File: src/rtl/datapath_pkg.sv
`default_nettype none
// +----------------------------------------------------------------------+
// | datapath_pkg: opcodes, flag bit positions and widths for the datapath |
// | Revision: 1.0                                                          |
// +----------------------------------------------------------------------+
package datapath_pkg;

  localparam int WIDTH  = 16;
  localparam int NFLAGS = 5;

  localparam logic [7:0] OP_NOP  = 8'h00;
  localparam logic [7:0] OP_AND  = 8'h01;
  localparam logic [7:0] OP_OR   = 8'h02;
  localparam logic [7:0] OP_XOR  = 8'h03;
  localparam logic [7:0] OP_LSH  = 8'h04;
  localparam logic [7:0] OP_ADD  = 8'h05;
  localparam logic [7:0] OP_ADDU = 8'h06;
  localparam logic [7:0] OP_SUB  = 8'h09;
  localparam logic [7:0] OP_CMP  = 8'h0B;
  localparam logic [7:0] OP_MOV  = 8'h0D;

  localparam int FLG_Z = 0;
  localparam int FLG_N = 1;
  localparam int FLG_F = 2;
  localparam int FLG_L = 3;
  localparam int FLG_C = 4;

  typedef logic [NFLAGS-1:0] flags_t;

endpackage
`default_nettype wire

File: src/rtl/datapath_alu.sv
`default_nettype none
// +----------------------------------------------------------------------+
// | datapath_alu: combinational ALU producing result, flag values, flag  |
// | update mask and a register-write qualifier.   Revision: 1.0           |
// +----------------------------------------------------------------------+
module datapath_alu #(
  parameter int WIDTH = 16
) (
  input  logic [WIDTH-1:0] a_i,
  input  logic [WIDTH-1:0] b_i,
  input  logic [7:0]       alu_op_i,
  output logic [WIDTH-1:0] result_o,
  output logic [4:0]       flag_next_o,
  output logic [4:0]       flag_mask_o,
  output logic             wr_ok_o
);
  import datapath_pkg::*;

  logic [WIDTH:0]   sum_w;
  logic [WIDTH:0]   diff_w;
  logic [4:0]       shamt_w;
  logic [4:0]       rmag_w;
  logic [WIDTH-1:0] lsh_w;
  logic             ovf_add_w;
  logic             ovf_sub_w;
  logic             lt_signed_w;

  assign sum_w  = {1'b0, a_i} + {1'b0, b_i};
  assign diff_w = {1'b0, a_i} - {1'b0, b_i};

  // Shift amount is a 5-bit two's-complement value: positive = left, negative = logical right
  assign shamt_w = b_i[4:0];
  assign rmag_w  = 5'd0 - b_i[4:0];

  always_comb begin
    lsh_w = '0;
    if (!shamt_w[4]) begin
      lsh_w = a_i << shamt_w[3:0];
    end else if (!rmag_w[4]) begin
      lsh_w = a_i >> rmag_w[3:0];
    end
  end

  assign ovf_add_w   = (a_i[WIDTH-1] == b_i[WIDTH-1]) && (sum_w[WIDTH-1] != a_i[WIDTH-1]);
  assign ovf_sub_w   = (a_i[WIDTH-1] != b_i[WIDTH-1]) && (diff_w[WIDTH-1] != a_i[WIDTH-1]);
  assign lt_signed_w = diff_w[WIDTH-1] ^ ovf_sub_w;

  always_comb begin
    result_o    = '0;
    flag_next_o = '0;
    flag_mask_o = '0;
    wr_ok_o     = 1'b0;
    case (alu_op_i)
      OP_AND: begin
        result_o = a_i & b_i;
        wr_ok_o  = 1'b1;
        flag_mask_o[FLG_Z] = 1'b1;
        flag_mask_o[FLG_N] = 1'b1;
      end
      OP_OR: begin
        result_o = a_i | b_i;
        wr_ok_o  = 1'b1;
        flag_mask_o[FLG_Z] = 1'b1;
        flag_mask_o[FLG_N] = 1'b1;
      end
      OP_XOR: begin
        result_o = a_i ^ b_i;
        wr_ok_o  = 1'b1;
        flag_mask_o[FLG_Z] = 1'b1;
        flag_mask_o[FLG_N] = 1'b1;
      end
      OP_LSH: begin
        result_o = lsh_w;
        wr_ok_o  = 1'b1;
        flag_mask_o[FLG_Z] = 1'b1;
        flag_mask_o[FLG_N] = 1'b1;
      end
      OP_ADD: begin
        result_o = sum_w[WIDTH-1:0];
        wr_ok_o  = 1'b1;
        flag_next_o[FLG_C] = sum_w[WIDTH];
        flag_next_o[FLG_F] = ovf_add_w;
        flag_mask_o[FLG_C] = 1'b1;
        flag_mask_o[FLG_F] = 1'b1;
        flag_mask_o[FLG_Z] = 1'b1;
        flag_mask_o[FLG_N] = 1'b1;
      end
      OP_ADDU: begin
        result_o = sum_w[WIDTH-1:0];
        wr_ok_o  = 1'b1;
        flag_next_o[FLG_C] = sum_w[WIDTH];
        flag_mask_o[FLG_C] = 1'b1;
        flag_mask_o[FLG_Z] = 1'b1;
        flag_mask_o[FLG_N] = 1'b1;
      end
      OP_SUB: begin
        result_o = diff_w[WIDTH-1:0];
        wr_ok_o  = 1'b1;
        flag_next_o[FLG_C] = diff_w[WIDTH];
        flag_next_o[FLG_F] = ovf_sub_w;
        flag_mask_o[FLG_C] = 1'b1;
        flag_mask_o[FLG_F] = 1'b1;
        flag_mask_o[FLG_Z] = 1'b1;
        flag_mask_o[FLG_N] = 1'b1;
      end
      OP_CMP: begin
        result_o = diff_w[WIDTH-1:0];
        flag_mask_o[FLG_Z] = 1'b1;
        flag_mask_o[FLG_N] = 1'b1;
        flag_mask_o[FLG_L] = 1'b1;
      end
      OP_MOV: begin
        result_o = b_i;
        wr_ok_o  = 1'b1;
      end
      default: begin
        result_o = '0;
      end
    endcase

    // CMP defines its own Z/N; every other op derives them from the result
    if (alu_op_i == OP_CMP) begin
      flag_next_o[FLG_Z] = (a_i == b_i);
      flag_next_o[FLG_N] = lt_signed_w;
      flag_next_o[FLG_L] = diff_w[WIDTH];
    end else begin
      flag_next_o[FLG_Z] = ~|result_o;
      flag_next_o[FLG_N] = result_o[WIDTH-1];
    end
  end

endmodule
`default_nettype wire

File: src/rtl/regfile_alu_datapath.sv
`default_nettype none
// +----------------------------------------------------------------------+
// | regfile_alu_datapath: register file, operand muxes, ALU, flag reg and |
// | result bus with a combinational display read port.   Revision: 1.0   |
// +----------------------------------------------------------------------+
module regfile_alu_datapath #(
  parameter int WIDTH = 16,
  parameter int NREGS = 16
) (
  input  logic             clk,
  input  logic             reset,
  input  logic [7:0]       alu_op,
  input  logic [4:0]       muxA,
  input  logic [4:0]       muxB,
  input  logic [WIDTH-1:0] imm,
  input  logic             imm_control,
  input  logic [NREGS-1:0] regs_en,
  input  logic             buff_en,
  output logic [WIDTH-1:0] bus_out,
  output logic [4:0]       flags,
  input  logic [3:0]       disp_sel,
  output logic [WIDTH-1:0] disp_data
);
  import datapath_pkg::*;

  logic [WIDTH-1:0] regs_q [NREGS];
  logic [WIDTH-1:0] regs_d [NREGS];
  logic [4:0]       flags_q;
  logic [4:0]       flags_d;

  logic [WIDTH-1:0] op_a_w;
  logic [WIDTH-1:0] op_b_w;
  logic [WIDTH-1:0] result_w;
  logic [4:0]       flag_next_w;
  logic [4:0]       flag_mask_w;
  logic             wr_ok_w;
  logic             wr_en_w;

  assign op_a_w = muxA[4] ? '0 : regs_q[muxA[3:0]];
  assign op_b_w = imm_control ? imm : (muxB[4] ? '0 : regs_q[muxB[3:0]]);

  datapath_alu #(
    .WIDTH (WIDTH)
  ) u_alu (
    .a_i         (op_a_w),
    .b_i         (op_b_w),
    .alu_op_i    (alu_op),
    .result_o    (result_w),
    .flag_next_o (flag_next_w),
    .flag_mask_o (flag_mask_w),
    .wr_ok_o     (wr_ok_w)
  );

  assign bus_out = buff_en ? result_w : '0;
  assign wr_en_w = buff_en & wr_ok_w;

  always_comb begin
    regs_d = regs_q;
    for (int i = 0; i < NREGS; i++) begin
      if (wr_en_w && regs_en[i]) begin
        regs_d[i] = result_w;
      end
    end
  end

  // Only the flags named in the mask move; the rest keep their value
  always_comb begin
    flags_d = flags_q;
    if (buff_en) begin
      flags_d = (flags_q & ~flag_mask_w) | (flag_next_w & flag_mask_w);
    end
  end

  always_ff @(posedge clk or negedge reset) begin
    if (!reset) begin
      for (int i = 0; i < NREGS; i++) begin
        regs_q[i] <= '0;
      end
      flags_q <= '0;
    end else begin
      regs_q  <= regs_d;
      flags_q <= flags_d;
    end
  end

  assign flags     = flags_q;
  assign disp_data = regs_q[disp_sel];

endmodule
`default_nettype wire

File: config.mk
export PLATFORM = sky130hd
export DESIGN_NAME = regfile_alu_datapath
export DESIGN_NICKNAME = d
export VERILOG_FILES = /design/src/rtl/datapath_pkg.sv /design/src/rtl/datapath_alu.sv /design/src/rtl/regfile_alu_datapath.sv
export SDC_FILE = /design/constraint.sdc
export NUM_CORES = 1
export LEC_CHECK = 0
export CELL_PAD_IN_SITES_DETAIL_PLACEMENT = 0
export CELL_PAD_IN_SITES_GLOBAL_PLACEMENT = 1
export CORE_ASPECT_RATIO = 1.2
export CORE_MARGIN = 2
export CORE_UTILIZATION = 45
export DETAILED_ROUTE_END_ITERATION = 7
export PLACE_DENSITY_LB_ADDON = 0.05
export SLEW_MARGIN = 20
export SYNTH_ARGS = -nofsm -noshare
export SYNTH_HDL_FRONTEND = slang
export SYNTH_SLANG_ARGS = --single-unit
export TNS_END_PERCENT = 30
File: constraint.sdc
create_clock -name clk -period 13.75 [get_ports clk]
set_input_delay 1.375 -clock clk [delete_from_list [all_inputs] [get_ports clk]]
set_output_delay 1.375 -clock clk [all_outputs]
set_load 0.005 [all_outputs]
==> results.json <==
{
  "status": "finished, final reports clean",
  "clockBufferDepth": 3,
  "gp_congestion": 0.9985,
  "synth_edf_count": 0,
  "post-route-period-util_pct": 79.51,
  "synthArstFlopShare_pct": 100.0,
  "cts_tree": "yes",
  "cts_sinks": 261,
  "antenna_left": 0,
  "syn2layout_area_growth_pct": 12.41,
  "clock-skew-final_ns": 0.02003,
  "htreeDepth": 1,
  "die_x_um": 195.8,
  "fin_crit_ns": 10.93,
  "dpl.cell_count": 2454,
  "pwr-share-seq_pct": 38.6,
  "regMostFlops": "regs_q",
  "largestRegisters": "regs_q x256",
  "cts-root-buf": "clkbuf_16",
  "cp_max_fo": 19,
  "core_area_mm2": 0.04372,
  "slew_viol_final": 0,
  "yosysSeqAreaShare_pct": 32.89,
  "final_nets": 2038,
  "ir_worst_vdd_uv": 97.23,
  "critPathCaptureType": "output pin",
  "whs_path_depth": 1,
  "drv_cap": 0,
  "fill_cells": 4033,
  "r2r_cells": 23,
  "slew_headroom_pct": 27.24,
  "final_cell_count_no_fill": 2509,
  "worst_slack_ns": 2.818,
  "dp_slack_ns": 2.945,
  "drtIter0Drc": 1584,
  "ios": 95,
  "syn_nets": 2009,
  "final_core_util_pct": 51.05,
  "cts_made_buffers": 30,
  "hpwl_mm": 52.66,
  "grt_usage_pct": 34.53,
  "vias": 16690,
  "dr.pass1.iters": 5,
  "yosysUniqueCellTypes": 87,
  "grt_overflow": 0,
  "setup_tns_ns": 0,
  "synth_largest_area_cell": "dfrtp_1",
  "pwr-share-clk_pct": 41.6,
  "crit_start": "muxB[2]",
  "clk_latency_ns": 0.58,
  "p_switching_w": 0.0006319,
  "chipHeight_um": 234.1,
  "powerDensity_mw_per_mm2": 97.20,
  "ys_ff_latch": 261,
  "r2r_start": "regs_q[83]",
  "synthCells": 1898,
  "wirelength_mm": 78.12,
  "crit_required_ns": 12.38,
  "via_per_inst": 6.652,
  "p_leak_nw": 9.254,
  "grt_pass1_vias": 16670,
  "post_cts_resized": 0,
  "worst_pin_slew_ns": 1.088,
  "critPathMaxStageDelay_ns": 1.10,
  "finalSetupViolations": 0,
  "start_util_pct": 45.42,
  "cts_setup_buffers": 0,
  "rsz0062_at_grt": "false",
  "critical_path_class": "input port to output pin",
  "clk_pin_slew_ns": 0.06,
  "r2r_setup_slack_ns": 6.73,
  "largest_register_ffs": 256,
  "max_freq_mhz": 91.47,
  "hold_viol_final": 0,
  "critical-path-slowest-cell": "clkdlybuf4s50_1",
  "drc": 0,
  "cts_hold_buf": 0,
  "port-buffer-count": 94,
  "cp_data_arrival_time_ns": 9.56,
  "synth_top_area_share_pct": 32.89,
  "grt_pass1_wl_mm": 114.9,
  "antenna_found_initial": 1,
  "yosys_warnings": 0,
  "layout-drive-gt1-share_pct": 21.45,
  "intPower_w": 0.001538,
  "rows": 84,
  "synth_ff_type": "dfrtp_1",
  "synth.area.top_cells": "dfrtp_1 (33%), mux4_2 (21%), mux2i_1 (6.5%)",
  "worstHoldPathType": "flip-flop to flip-flop",
  "die_area_mm2": 0.04583,
  "combPwrFrac_pct": 19.8,
  "syn_area_per_cell_um2": 10.46,
  "syn_area_mm2": 0.01986,
  "p_sw_share_pct": 29.12,
  "routedWlPerCell_um": 31.14,
  "start_kind": "input port",
  "grt_start_max_net_pins": 170
}
==> layer usage <==
layer | up-vias | GRT usage [%] | wire length [µm] | part of all wire [%]
met5 | - | 0 | 0 | 0
met4 | 0 | 19.82 | 5143 | 6.6
met3 | 235 | 4.530 | 4725 | 6.0
met2 | 711 | 59.58 | 38390 | 49
met1 | 8482 | 42.00 | 29860 | 38
li1 | 7261 | - | - | -
==> through the flow <==
stage	power, W	hold slack (ns)	area [µm²]
final	0.002170	0.5074	22320
after floorplan	0.001113	0.4764	19860
after global routing	0.002249	0.5261	22320
after detailed placement	0.001274	0.4888	21210
after CTS	0.002180	0.5031	22320
after global placement	0.001270	0.4721	21210
==> how the worst max path moves through the flow <==
stage                       end  slack [ns]  cells after the start
floorplan           bus_out[15]        5.53                     25
global placement    bus_out[15]        3.13                     28
detailed placement  bus_out[15]        2.94                     25
CTS                 bus_out[15]        2.93                     25
global route        bus_out[15]        2.44                     24
finish              bus_out[15]        2.82                     25
==> cells in the final DEF (no fill, tap or decap), types with 8 or more instances in the layout <==
cell	count
a21o_1	8
a21oi_1	50
a221oi_1	17
a22oi_1	46
and2_1	9
buf_4	63
clkbuf_16	31
clkdlybuf4s50_1	85
dfrtp_1	261
ha_1	50
inv_1	47
inv_2	8
mux2_2	80
mux2i_1	128
mux4_2	186
nand2_1	267
nand2b_1	9
nand3_1	36
nand4_1	10
nor2_1	72
nor2b_1	24
nor3_1	16
nor4_1	8
o211ai_1	8
o21ai_0	168
o21ai_1	76
o22ai_1	17
o31ai_1	8
xnor2_1	8
==> power by group through the flow <==
stage / Sequential, W / Combinational (W) / Clock, W
4_1_cts: 0.000836 / 0.000425 / 0.000919
3_5_place_dp: 0.000850 / 0.000424 / 0
3_3_place_gp: 0.000848 / 0.000422 / 0
6_report: 0.000837 / 0.000429 / 0.000903
5_1_grt: 0.000842 / 0.000460 / 0.000947
2_1_floorplan: 0.000838 / 0.000275 / 0
==> cell usage after synthesis (all sizes together) (5+ instances only) <==
library cell,instances
mux2,83
inv,55
o211ai,8
nand4,10
buf,50
or2,6
a31oi,9
and2,10
o21ai,245
and3,5
dfrtp,261
a221oi,17
o221ai,7
nand3,36
nor4,9
o21bai,7
clkbuf,108
nor3,19
nand2,267
a22oi,47
mux2i,128
mux4,188
ha,50
xnor2,9
a221o,7
nand2b,9
nor2b,24
a21oi,52
o31ai,8
a21o,8
nor2,72
o22ai,17
==> worst max-delay path, delay by kind of cell <==
family,cells,cell delay [ns]
compound gates,14,3.83
buf+inv,4,2.11
fa+ha+maj,2,1.12
simple gates,5,1.08
==> cells by family after synthesis <==
family	after synthesis	synth area share (%)
simple gates	484	10.87
compound gates	476	14.86
fa+ha+maj	53	3.453
flops	261	32.89
xor+xnor	11	0.5231
buf+inv	214	4.865
mux	399	32.54
==> layout make-up <==
class / count / area [µm²] / area share, %
Clock buffer: 38 / 842.1 / 3.772
Sequential cell: 261 / 6531 / 29.26
Timing Repair Buffer: 155 / 1384 / 6.200
Tap cell: 559 / 699.4 / 3.133
Clock inverter: 16 / 267.8 / 1.200
Antenna cell: 1 / 2.502 / 0.01121
Inverter: 56 / 211.5 / 0.9473
Multi-Input combinational cell: 1423 / 12380 / 55.48
Note: power is estimated with default switching activity, not from simulation.
